`src/rtl/conv_layer_sequencer.sv`:
```
// Layer sequencer: ifmap column fills, weight-row preloads and commits per pixel.
// Define CONV_SEQ_PERF_CNT_EN to add the stall_cycles performance counter port.
module conv_layer_sequencer #(
  parameter int MAC_NUM = 256,
  parameter int CH_W    = 12,
  parameter int DIM_W   = 9,
  parameter int KMAX    = 5,
  parameter int KS_W    = 3
) (
  input  logic               clk,
  input  logic               rst,
  input  logic               start,
  input  logic               abort,
  input  logic [CH_W-1:0]    cfg_in_ch,
  input  logic [CH_W-1:0]    cfg_out_ch,
  input  logic [DIM_W-1:0]   cfg_ofm_w,
  input  logic [DIM_W-1:0]   cfg_ofm_h,
  input  logic [KS_W-1:0]    cfg_kernel,
  input  logic               ifmap_valid,
  output logic               ifmap_ready,
  input  logic               weight_valid,
  output logic               bram_transfer_start,
  output logic               load_weight_preload,
  output logic               bram_addr_inc,
  output logic               load_weight,
  output logic [MAC_NUM-1:0] mac_enable,
  output logic               psum_accumulate,
  output logic [CH_W-1:0]    round_idx,
  output logic               busy,
  output logic               layer_done,
  output logic               cfg_err
`ifdef CONV_SEQ_PERF_CNT_EN
  ,
  output logic [31:0]        stall_cycles
`endif
);

  localparam logic [CH_W-1:0]  CH_ONE  = 1;
  localparam logic [DIM_W-1:0] DIM_ONE = 1;
  localparam logic [KS_W-1:0]  KS_ONE  = 1;

  typedef enum logic [2:0] {
    IDLE, CHECK, FILL, WSTART, WROW, WCOMMIT, SHIFT, DONE
  } state_t;

  state_t             state_q, state_d;
  logic [CH_W-1:0]    in_ch_q, in_ch_d, out_ch_q, out_ch_d;
  logic [CH_W-1:0]    rounds_q, rounds_d, r_q, r_d, f_q, f_d;
  logic [DIM_W-1:0]   ofm_w_q, ofm_w_d, ofm_h_q, ofm_h_d;
  logic [DIM_W-1:0]   x_q, x_d, y_q, y_d;
  logic [KS_W-1:0]    k_q, k_d, beat_q, beat_d, row_q, row_d;
  logic               cfg_err_q, cfg_err_d, busy_q, busy_d;
  logic               rdy_q, rdy_d, bts_q, bts_d;
  logic               lw_q, lw_d, done_q, done_d, psum_q, psum_d;
  logic [MAC_NUM-1:0] mac_q, mac_d;
  logic [CH_W:0]      rounds_wide;
  logic [CH_W-1:0]    lanes_left;
  logic               illegal;
  logic               accept;

  assign accept = (state_q == IDLE) && start && !abort;

  // Extra bit keeps in_ch + MAC_NUM-1 from wrapping before the divide.
  assign rounds_wide = ({1'b0, cfg_in_ch} + (CH_W+1)'(MAC_NUM - 1))
                       / (CH_W+1)'(MAC_NUM);

  assign illegal = (in_ch_q == '0) || (out_ch_q == '0) ||
                   (ofm_w_q == '0) || (ofm_h_q == '0) ||
                   (k_q == '0) || (32'(k_q) > 32'(KMAX));

  always_comb begin
    state_d   = state_q;
    in_ch_d   = in_ch_q;
    out_ch_d  = out_ch_q;
    ofm_w_d   = ofm_w_q;
    ofm_h_d   = ofm_h_q;
    k_d       = k_q;
    rounds_d  = rounds_q;
    r_d       = r_q;
    f_d       = f_q;
    x_d       = x_q;
    y_d       = y_q;
    beat_d    = beat_q;
    row_d     = row_q;
    cfg_err_d = cfg_err_q;
    unique case (state_q)
      IDLE: if (accept) begin
        in_ch_d   = cfg_in_ch;
        out_ch_d  = cfg_out_ch;
        ofm_w_d   = cfg_ofm_w;
        ofm_h_d   = cfg_ofm_h;
        k_d       = cfg_kernel;
        rounds_d  = CH_W'(rounds_wide);
        cfg_err_d = 1'b0;
        state_d   = CHECK;
      end
      CHECK: begin
        r_d    = '0;
        f_d    = '0;
        x_d    = '0;
        y_d    = '0;
        beat_d = '0;
        row_d  = '0;
        if (illegal) begin
          cfg_err_d = 1'b1;
          state_d   = DONE;
        end else begin
          state_d = FILL;
        end
      end
      FILL: if (ifmap_valid) begin
        if (beat_q == k_q - KS_ONE) begin
          beat_d  = '0;
          state_d = WSTART;
        end else begin
          beat_d = beat_q + KS_ONE;
        end
      end
      WSTART: begin
        row_d   = '0;
        state_d = WROW;
      end
      WROW: if (weight_valid) begin
        if (row_q == k_q - KS_ONE) state_d = WCOMMIT;
        else row_d = row_q + KS_ONE;
      end
      WCOMMIT: begin
        row_d = '0;
        if (f_q != out_ch_q - CH_ONE) begin
          f_d     = f_q + CH_ONE;
          state_d = WROW;
        end else begin
          f_d = '0;
          if (x_q != ofm_w_q - DIM_ONE) begin
            x_d     = x_q + DIM_ONE;
            state_d = SHIFT;
          end else if (y_q != ofm_h_q - DIM_ONE) begin
            x_d     = '0;
            y_d     = y_q + DIM_ONE;
            state_d = FILL;
          end else if (r_q != rounds_q - CH_ONE) begin
            x_d     = '0;
            y_d     = '0;
            r_d     = r_q + CH_ONE;
            state_d = FILL;
          end else begin
            state_d = DONE;
          end
        end
      end
      SHIFT: if (ifmap_valid) state_d = WSTART;
      DONE: state_d = IDLE;
      default: state_d = IDLE;
    endcase
    if (abort && state_q != IDLE) begin
      state_d   = IDLE;
      cfg_err_d = cfg_err_q;
    end
  end

  // Outputs are decoded from next-state so they line up with state_q.
  assign lanes_left = in_ch_d - CH_W'(r_d * MAC_NUM);

  always_comb begin
    busy_d = (state_d != IDLE) && (state_d != DONE);
    rdy_d  = (state_d == FILL) || (state_d == SHIFT);
    bts_d  = (state_d == WSTART);
    lw_d   = (state_d == WCOMMIT);
    done_d = (state_d == DONE);
    psum_d = (r_d != '0);
    mac_d  = '0;
    for (int i = 0; i < MAC_NUM; i++) begin
      mac_d[i] = 32'(i) < 32'(lanes_left);
    end
  end

  always_ff @(posedge clk) begin
    if (rst) begin
      state_q   <= IDLE;
      in_ch_q   <= '0;
      out_ch_q  <= '0;
      ofm_w_q   <= '0;
      ofm_h_q   <= '0;
      k_q       <= '0;
      rounds_q  <= '0;
      r_q       <= '0;
      f_q       <= '0;
      x_q       <= '0;
      y_q       <= '0;
      beat_q    <= '0;
      row_q     <= '0;
      cfg_err_q <= 1'b0;
      busy_q    <= 1'b0;
      rdy_q     <= 1'b0;
      bts_q     <= 1'b0;
      lw_q      <= 1'b0;
      done_q    <= 1'b0;
      psum_q    <= 1'b0;
      mac_q     <= '0;
    end else begin
      state_q   <= state_d;
      in_ch_q   <= in_ch_d;
      out_ch_q  <= out_ch_d;
      ofm_w_q   <= ofm_w_d;
      ofm_h_q   <= ofm_h_d;
      k_q       <= k_d;
      rounds_q  <= rounds_d;
      r_q       <= r_d;
      f_q       <= f_d;
      x_q       <= x_d;
      y_q       <= y_d;
      beat_q    <= beat_d;
      row_q     <= row_d;
      cfg_err_q <= cfg_err_d;
      busy_q    <= busy_d;
      rdy_q     <= rdy_d;
      bts_q     <= bts_d;
      lw_q      <= lw_d;
      done_q    <= done_d;
      psum_q    <= psum_d;
      mac_q     <= mac_d;
    end
  end

  assign ifmap_ready         = rdy_q & ~abort;
  assign bram_transfer_start = bts_q & ~abort;
  assign load_weight         = lw_q & ~abort;
  assign layer_done          = done_q;
  assign load_weight_preload = (state_q == WROW) & weight_valid & ~abort;
  assign bram_addr_inc       = load_weight_preload;
  assign busy                = busy_q;
  assign cfg_err             = cfg_err_q;
  assign mac_enable          = mac_q;
  assign psum_accumulate     = psum_q;
  assign round_idx           = r_q;

`ifdef CONV_SEQ_PERF_CNT_EN
  logic [31:0] stall_q, stall_d;

  always_comb begin
    stall_d = stall_q;
    if (accept) begin
      stall_d = '0;
    end else if ((((state_q == FILL) || (state_q == SHIFT)) && !ifmap_valid) ||
                 ((state_q == WROW) && !weight_valid)) begin
      if (stall_q != '1) stall_d = stall_q + 32'd1;
    end
  end

  always_ff @(posedge clk) begin
    if (rst) stall_q <= '0;
    else stall_q <= stall_d;
  end

  assign stall_cycles = stall_q;
`endif

endmodule

```
`config.mk`:
```
export PLATFORM = sky130hd
export DESIGN_NAME = conv_layer_sequencer
export DESIGN_NICKNAME = d
export VERILOG_FILES = /design/src/rtl/conv_layer_sequencer.sv
export SDC_FILE = /design/constraint.sdc
export NUM_CORES = 1
export LEC_CHECK = 0
export CAP_MARGIN = 20
export CORE_MARGIN = 3
export CORE_UTILIZATION = 50
export CTS_BUF_LIST = sky130_fd_sc_hd__clkbuf_16
export DETAILED_ROUTE_END_ITERATION = 6
export GPL_TIMING_DRIVEN = 0
export PLACE_DENSITY = 0.89
export RECOVER_POWER = 100
export SETUP_SLACK_MARGIN = 0.05
export SYNTH_ARGS = -nofsm -noshare
export SYNTH_HDL_FRONTEND = slang
export SYNTH_SLANG_ARGS = --single-unit
```
`constraint.sdc`:
```
create_clock -name clk -period 9.85 [get_ports clk]
set_clock_uncertainty 0.2 [all_clocks]
set_input_delay 1.4775 -clock clk [delete_from_list [all_inputs] [get_ports clk]]
set_output_delay 1.4775 -clock clk [all_outputs]
set_load 0.03 [all_outputs]
```
==> flow_summary.yaml, run 1 <==
status:
  outcome: "finished with violations"
  violations: "max-capacitance violations, max-slew violations"
cts:
  htree_levels: 2
  clock-root-buffer: "clkbuf_16"
  ctsHoldBuffers: 0
  cts_resized: 0
  cts_tree: "built"
  clk_pin_slew_ns: 0.06
  numCtsBuffers: 38
  clock_latency_ns: 0.54
  post_cts_buffers: 0
  clockBufferDepth: 3
  cts.sinks: 364
timing:
  setup-tns-final_ns: 0
  finalCriticalPeriod_ns: 7.12
  tightestPinTransition_ns: 1.55
  slew_headroom_pct: -4.65
  max_freq_mhz: 140
  min_period_over_period_pct: 72.3
  grt_setup_unrepaired: "no"
  slew_violations: 9
  setup_violations: 0
  hold_viol: 0
global_routing:
  grt_pass1_vias: 13200
  antenna_found_initial: 5
  gr-total-overflow: 0
  grt_max_degree: 14
  grt_usage_pct: 33.7
  grt_pass1_wl_mm: 75.7
power_and_ir_drop:
  ir_drop_mv: 0.300
  intPower_mw: 3.35
  seq_power_share_pct: 34.9
  p_comb_share_pct: 40.6
  power.density_mw_per_mm2: 311
  power_frac_clock_pct: 24.5
  switching_share_pct: 41.2
  power.leakage_nw: 7.60
  power_switching_mw: 2.35
synth:
  synthTopCellsByArea: "dfxtp_1 (54%), a21oi_1 (10%), nand2_1 (5.1%)"
  synthArstFlopShare_pct: 0
  synth_ff_type: "dfxtp_1"
  yosys.area.top_type: "dfxtp_1"
  synth_seq_cells: 364
  syn_avg_cell_area_um2: 8.89
  yosys.area.top_type_share_pct: 54.1
  syn-cell-area_mm2: 0.0135
  synthDistinctLibCells: 66
  netlist_top_cells_count: "dfxtp_1 (364), a21oi_1 (269), nand2_1 (184), nor2_1 (126), clkbuf_1 (95)"
  yosys_warnings: 0
  synth_most_common_cell: "dfxtp_1"
  synth_seq_area_share_pct: 54.1
  synthCells: 1517
  synth_edf_count: 0
  syn_nets: 1585
drt:
  drt_iter0_markers: 1254
  ant_nets: 0
  wl_mm: 51.0
  viasPerCell: 5.96
  vias: 13400
  drc: 0
  first_pass_iters: 6
  wl_per_cell_um: 22.7
layout:
  num-fill-cells: 1888
  area_growth_syn_to_layout_pct: 35.8
  nNetsFinal: 1954
  drive_gt1_share_pct: 3.35
  final_util_pct: 69.6
die:
  core_area_mm2: 0.0263
  die_y_um: 170
  die_area_mm2: 0.0290
  rows: 59
  io_pins: 328
  start_util_pct: 51.3
  die_w_um: 170
setup_path:
  critPathRequiredTime_ns: 10.10
  arrival_ns: 7.36
  critPathMaxStageDelay_ns: 0.89
  crit_path_start_kind: "flip-flop"
  slowest_stage: "a2111oi_0"
  crit_chain: "inv_1 -> ha_1 -> nor2b_1 -> and2_0 -> a211oi_1 -> a2111oi_0 -> nand4b_1 -> or3_1 -> mux2_1 -> ha_1 -> nor2b_1 -> o21ai_0 -> nand2b_1 -> xnor2_1 -> nor2_1 -> mux2i_1 -> clkbuf_1 -> o21ai_0 -> clkbuf_1 -> a21oi_1"
  critical_path.top_delay_family: "simple AND/OR/NAND/NOR gates"
  worstSetupPathType: "flip-flop to flip-flop"
  cp_num_buf_inv: 3
  cp_max_fo: 10
  end_kind: "flip-flop"
placed_design:
  hpwl_mm: 36.8
  globalplace.congestion: 0.992
  io_buffers: 326
run:
  maxCapViolations: 1
worst_hold_path:
  hp-class: "flip-flop to flip-flop"
routing by layer:
| metal | vias up | wire [um] | global-route usage (%) |
|---|---|---|---|
| met3 | 232 | 5960 | 11.9 |
| met2 | 875 | 23600 | 54.4 |
| li1 | 5920 | - | - |
| met1 | 6358 | 18500 | 39.0 |
| met4 | 6 | 3020 | 18.7 |
| met5 | - | 41 | 0 |
flip-flops by register name, summed over array words and instances, names as in the netlist, 3 cells and up:
name,count
mac_enable,256
f_q,12
in_ch_q,12
out_ch_q,12
round_idx,12
ofm_h_q,9
ofm_w_q,9
x_q,9
y_q,9
rounds_q,5
beat_q,3
k_q,3
row_q,3
state_q,3
placed cells by master (no fill, tap or decap), types with 17 or more instances in the layout:
cell,n
nand3_1,29
clkdlybuf4s50_1,47
nand2_1,184
nor2_1,126
inv_1,50
a21oi_1,270
xnor2_1,44
a31oi_1,18
xor2_1,40
dfxtp_1,364
nor4_1,17
clkbuf_1,100
o21ai_0,55
clkbuf_16,38
dlygate4sd3_1,279
nor3_1,46
area by class of cell:
| cell class | count | area [um^2] | area share [%] |
|---|---|---|---|
| Tap cell | 335 | 419 | 2.29 |
| Buffer | 102 | 388 | 2.12 |
| Inverter | 41 | 154 | 0.841 |
| Multi-Input combinational cell | 1010 | 5590 | 30.5 |
| Sequential cell | 364 | 7290 | 39.8 |
| Timing Repair Buffer | 329 | 3280 | 17.9 |
| Clock buffer | 38 | 951 | 5.20 |
| Clock inverter | 25 | 229 | 1.25 |
| Antenna cell | 1 | 2.50 | 0.0137 |
final timing paths:
check	start	endpoint	slack (ns)	cells after the start
worst max-delay path	ofm_h_q[0]	mac_enable[232]	2.73	20
worst min-delay path	k_q[1]	k_q[1]	0.26	2
worst max register to register	ofm_h_q[0]	mac_enable[232]	2.73	20
worst min register to register	k_q[1]	k_q[1]	0.26	2
logic make-up after synthesis:
group	Yosys count	share of synthesized area, %
simple gates	500	17.2
compound gates	389	15.8
flops	364	54.1
buf+inv	143	4.09
xor+xnor	84	5.46
mux	20	1.73
fa+ha+maj	17	1.63
metrics by stage:
stage               power (mW)  std cells  area [um^2]  hold slack [ns]  worst slack [ns]
finish                    5.70       2245        18300            0.261              2.73
global route              5.88       2245        18300            0.300              2.41
CTS                       5.81       2241        18400            0.261              2.88
detailed placement        4.40       2178        17200            0.253              2.83
global placement          4.36       2178        17200            0.247              2.76
floorplan                 3.33       1517        13500            0.236              4.21
worst min-delay path: cells and delay by family (launching register included):
family / cells / cell delay, ns
flops: 1 / 0.31
simple gates: 1 / 0.05
compound gates: 1 / 0.05
power groups by stage:
stage	clock, mW	sequential (mW)	combinational, mW
after global routing	1.45	2.01	2.41
after CTS	1.40	2.00	2.42
final	1.40	1.99	2.32
after global placement	0	2.00	2.35
after floorplan	0	2.70	0.633
after detailed placement	0	2.02	2.39
Power figures use the tool's default switching activity.
==> inputs of run 2 (changes only) <==
CORE_UTILIZATION = 45   (was 50)
PLACE_DENSITY = 0.85   (was 0.89)
clock period = 6.3 ns   (was 9.85 ns; I/O delays follow)
==> run 2 against run 1 <==
  * The run ends with design-rule violations left
  * Cell area up 1.4%
  * Sequential power increased by 56%
  * Routed wire length shrank 1.0%
  * Setup slack lost 2.4 ns
  * Cell count up 2.4%
  * Non-clock buffer count is 2 lower
  * Hold slack better by 0.033 ns
  * Critical path depth down 1
  * Sequential share of layout area down 0.53 points
  * Global-route usage decreased by 3.1 points
  * Fmax up 19%
  * Largest cell class unchanged
==> flow_summary.yaml, run 2 (same netlist as run 1, synthesis figures left out) <==
status:
  outcome: "finished with violations"
  violations: "design-rule violations"
die:
  io_pins: 328
  core_area_mm2: 0.0291
  die_area_mm2: 0.0321
  rows: 62
  die_y_um: 179
  die_w_um: 179
  start_util_pct: 46.3
cts:
  cts.sinks: 364
  clk_pin_slew_ns: 0.05
  clock_latency_ns: 0.55
  cts_tree: "built"
  clock-root-buffer: "clkbuf_16"
  clockBufferDepth: 3
  numCtsBuffers: 38
  post_cts_buffers: 0
  htree_levels: 2
drt:
  drc: 2
  viasPerCell: 5.69
  wl_mm: 50.5
  wl_per_cell_um: 22.0
  vias: 13100
  first_pass_iters: 7
  drt_iter0_markers: 1360
  ant_nets: 0
placed_design:
  hpwl_mm: 37.4
  globalplace.congestion: 0.960
  placed_area_mm2: 0.0172
  io_buffers: 326
layout:
  final_cell_mix: "dfxtp_1 (364), dlygate4sd3_1 (279), a21oi_1 (269)"
  largest_reg_flops: 256
  drive_gt1_share_pct: 5.91
  area_growth_syn_to_layout_pct: 37.6
  final_util_pct: 63.8
  finalInstanceArea_mm2: 0.0185
  nNetsFinal: 1952
  final_common_cell: "dfxtp_1"
global_routing:
  grt_max_degree: 15
  grt_pass1_wl_mm: 74.8
  gr-total-overflow: 0
  antenna_found_initial: 6
  grt_pass1_vias: 12800
  grt_usage_pct: 30.5
power_and_ir_drop:
  power.density_mw_per_mm2: 478
  finalPower_mw: 8.86
  ir_drop_mv: 0.392
  power.leakage_nw: 7.67
timing:
  tightestPinTransition_ns: 1.00
  finalCriticalPeriod_ns: 5.98
  slew_headroom_pct: 31.4
  max_freq_mhz: 167
  grt_setup_unrepaired: "no"
  min_period_over_period_pct: 95.0
  setup_violations: 0
  hold_viol: 0
  slew_violations: 0
setup_path:
  critPathRequiredTime_ns: 6.45
  arrival_ns: 6.14
  cp_max_fo: 10
  crit_path_start_kind: "flip-flop"
  end_kind: "flip-flop"
  worstSetupPathType: "flip-flop to flip-flop"
worst_hold_path:
  hp-class: "flip-flop to flip-flop"
run:
  maxCapViolations: 0
[run 2: cell count changes in the layout (fill, tap and decap cells not counted), sizes merged]
cell,previous run,this run
buf,3,6
bufinv,3,1
clkbuf,140,135
clkinv,10,14
clkinvlp,0,4
diode,1,2
inv,53,52
[run 2: area by class of cell]
| type | instances | area [um^2] |
|---|---|---|
| fill | 2292 | 10500 |
| sequential | 364 | 7290 |
| multi-input combinational | 1010 | 5770 |
| timing repair buffer | 327 | 3270 |
| clock buffer | 38 | 951 |
| tap | 384 | 480 |
| buffer | 102 | 420 |
| clock inverter | 30 | 211 |
| inverter | 41 | 154 |
| antenna | 2 | 5.00 |
[run 2: critical path, cell delays in order (launching register included)]
cell      delay [ns]
dfxtp_1         0.29
buf_2           0.17
or4_1           0.52
clkbuf_1        0.17
or3_1           0.36
a211oi_1        0.21
nor3_1          0.10
or4_1           0.58
or3_1           0.41
mux2_1          0.39
ha_1            0.31
nor2b_1         0.14
o21ai_0         0.17
nand2b_1        0.13
xnor2_1         0.15
nor2_1          0.21
mux2i_4         0.23
nor3_2          0.44
clkbuf_1        0.41
a21oi_1         0.19
[run 2: path summary, 6_finish.rpt]
path | from | endpoint | slack (ns) | cells after the start
hold reg to reg | k_q[1] | k_q[1] | 0.29 | 2
setup reg to reg | out_ch_q[2] | mac_enable[171] | 0.32 | 19
setup / recovery | out_ch_q[2] | mac_enable[171] | 0.32 | 19
hold / removal | k_q[1] | k_q[1] | 0.29 | 2
[run 2: through the flow]
step           std cells  hold WS [ns]  setup TNS (ns)  setup WS, ns
5_1_grt             2298         0.307               0        0.0329
4_1_cts             2296         0.281               0         0.116
2_1_floorplan       1517         0.236               0         0.909
6_report            2298         0.294               0         0.317
3_3_place_gp        2227         0.247           -8.14        -0.664
3_5_place_dp        2228         0.274          -16.00        -0.477
[run 2: power breakdown]
group,internal (mW),switching (mW),leakage (nW)
sequential,2.89,0.203,3.02
clock,1.16,0.943,0.594
combinational,1.14,2.53,4.05
[run 2: repair_timing]
item / in CTS / in global routing
setup endpoints to repair: 144 / 200
pin swaps: 0 / 2
gates resized for setup: 10 / 58
hold buffers: 0 / 0
[run 2: per-layer routing]
metal	up-vias	GRT usage [%]	routed length, um
li1	5932	-	-
met1	6102	36.7	18200
met2	827	49.8	23500
met3	196	9.66	6110
met4	8	14.1	2640
met5	-	0	55
==> inputs of run 3 (changes only) <==
ABC_CLOCK_PERIOD_IN_PS = 6920   (was default)
CORE_UTILIZATION = 50   (was 45)
PLACE_DENSITY = 0.89   (was 0.85)
clock period = 6.92 ns   (was 6.3 ns; I/O delays follow)
==> run 3 against run 2 <==
  * The flow now finishes without violations
  * Global-route usage grew 3.1 points
  * Routed wire length increased by 1.0%
  * Cell count is 2.3% lower
  * Hold slack got worse by 0.033 ns
  * Clock-buffer cell count is the same
  * Sequential share of layout area is 0.35 points higher
  * Sequential power fell by 8.7%
  * Critical path type unchanged
  * Critical endpoint is now mac_enable[103]
==> flow_summary.yaml, run 3 (same netlist as run 1, synthesis figures left out) <==
drt:
  vias: 13500
  drt_iter0_markers: 1239
  ant_nets: 0
  wl_per_cell_um: 22.7
  drc: 0
  viasPerCell: 6.00
  wl_mm: 51.0
  first_pass_iters: 6
timing:
  slew_headroom_pct: 30.9
  hold_viol: 0
  max_freq_mhz: 152
  slew_violations: 0
  setup-tns-final_ns: 0
  grt_setup_unrepaired: "no"
  fin_ws_ns: 0.362
  finalCriticalPeriod_ns: 6.56
  tightestPinTransition_ns: 1.04
  worst_hold_slack_ns: 0.261
  min_period_over_period_pct: 94.8
  setup_violations: 0
power_and_ir_drop:
  finalPower_mw: 8.14
  p_comb_share_pct: 40.9
  power.density_mw_per_mm2: 443
  power_switching_mw: 3.36
  ir_drop_mv: 0.425
  seq_power_share_pct: 34.7
  power.leakage_nw: 7.62
  switching_share_pct: 41.3
  intPower_mw: 4.78
  power_frac_clock_pct: 24.4
setup_path:
  arrival_ns: 6.73
  critPathRequiredTime_ns: 7.09
  crit_path_start_kind: "flip-flop"
  worstSetupPathType: "flip-flop to flip-flop"
  end_kind: "flip-flop"
  cp_max_fo: 10
cts:
  clock-root-buffer: "clkbuf_16"
  clockBufferDepth: 3
  clock_latency_ns: 0.54
  cts_tree: "built"
  htree_levels: 2
  ctsHoldBuffers: 0
  cts.sinks: 364
  clk_pin_slew_ns: 0.06
  post_cts_buffers: 0
  numCtsBuffers: 38
global_routing:
  grt_usage_pct: 33.6
  gr-total-overflow: 0
  gr-usage-met1_pct: 39.2
  met2_usage_pct: 54.4
  grt_use_met3_pct: 11.6
  grt_pass1_vias: 13200
  grt_max_degree: 14
  grt_pass1_wl_mm: 75.6
  grt_busiest_layer: "met2"
  antenna_found_initial: 5
die:
  start_util_pct: 51.3
  die_area_mm2: 0.0290
  die_w_um: 170
  die_y_um: 170
  rows: 59
  io_pins: 328
  core_area_mm2: 0.0263
status:
  outcome: "finished clean"
layout:
  nNetsFinal: 1953
  largest_reg_flops: 256
  area_growth_syn_to_layout_pct: 36.4
  finalInstanceArea_mm2: 0.0184
  final_cell_mix: "dfxtp_1 (364), dlygate4sd3_1 (279), a21oi_1 (270)"
  final_util_pct: 70.0
  stdcell_count: 2244
  num-fill-cells: 1864
  final_common_cell: "dfxtp_1"
  drive_gt1_share_pct: 4.04
placed_design:
  io_buffers: 326
  globalplace.congestion: 0.992
  placed_area_mm2: 0.0172
  hpwl_mm: 36.8
  dpl.cell_count: 2178
  place_ws_ns: 0.200
run:
  maxCapViolations: 0
worst_hold_path:
  hp-class: "flip-flop to flip-flop"
==> run 3: cell types whose count changed in the layout (fill, tap and decap cells not counted), sizes merged <==
cell and change:
diode -1, clkinv -4, buf -1, inv +1
clkbuf +2, bufinv +2, clkinvlp -4
==> run 3: final timing paths <==
| path | startpoint | endpoint | slack (ns) | cells after the start |
|---|---|---|---|---|
| worst max-delay path | ofm_h_q[0] | mac_enable[103] | 0.36 | 20 |
| worst min-delay path | k_q[1] | k_q[1] | 0.26 | 2 |
| worst max register to register | ofm_h_q[0] | mac_enable[103] | 0.36 | 20 |
| worst min register to register | k_q[1] | k_q[1] | 0.26 | 2 |
==> run 3: routing by layer <==
| layer | up-vias | wire length [um] | share of wire (%) |
|---|---|---|---|
| li1 | 5930 | - | - |
| met1 | 6342 | 18300 | 36 |
| met2 | 924 | 23400 | 46 |
| met3 | 252 | 6070 | 12 |
| met4 | 6 | 3250 | 6.4 |
| met5 | - | 44 | 0.086 |
==> run 3: power groups by stage <==
stage / Clock [mW] / Combinational, mW / Sequential [mW]
floorplan: 0 / 0.901 / 3.84
global placement: 0 / 3.35 / 2.85
detailed placement: 0 / 3.40 / 2.87
CTS: 1.99 / 3.44 / 2.84
global route: 2.07 / 3.46 / 2.87
finish: 1.98 / 3.33 / 2.83
==> run 3: area by class of cell <==
| type | instances | area, um^2 | area share [%] |
|---|---|---|---|
| Sequential cell | 364 | 7290 | 39.6 |
| Multi-Input combinational cell | 1010 | 5670 | 30.9 |
| Timing Repair Buffer | 328 | 3270 | 17.8 |
| Clock buffer | 38 | 951 | 5.17 |
| Tap cell | 335 | 419 | 2.28 |
| Buffer | 102 | 397 | 2.16 |
| Clock inverter | 25 | 229 | 1.25 |
| Inverter | 41 | 154 | 0.837 |
| Antenna cell | 1 | 2.50 | 0.0136 |
==> run 3: worst max-delay path, cell delays in order (launching register included) <==
cell and delay [ns]:
dfxtp_1 0.36, inv_1 0.09, ha_1 0.18, nor2b_1 0.38, and2_0 0.26, a211oi_1 0.10
a2111oi_1 0.73, nand4b_1 0.45, nor3_1 0.52, xnor2_1 0.22, nor2_1 0.13, ha_1 0.26
fa_1 0.38, xor2_1 0.17, nand3_1 0.14, nand2b_1 0.19, nor2_1 0.23, mux2i_4 0.21
o21ai_1 0.62, clkbuf_1 0.44, a21oi_1 0.11
==> run 3: what timing repair did <==
item	CTS	global route
resized for setup	1	8
setup endpoints to repair	8	130
hold endpoints to repair	0	0
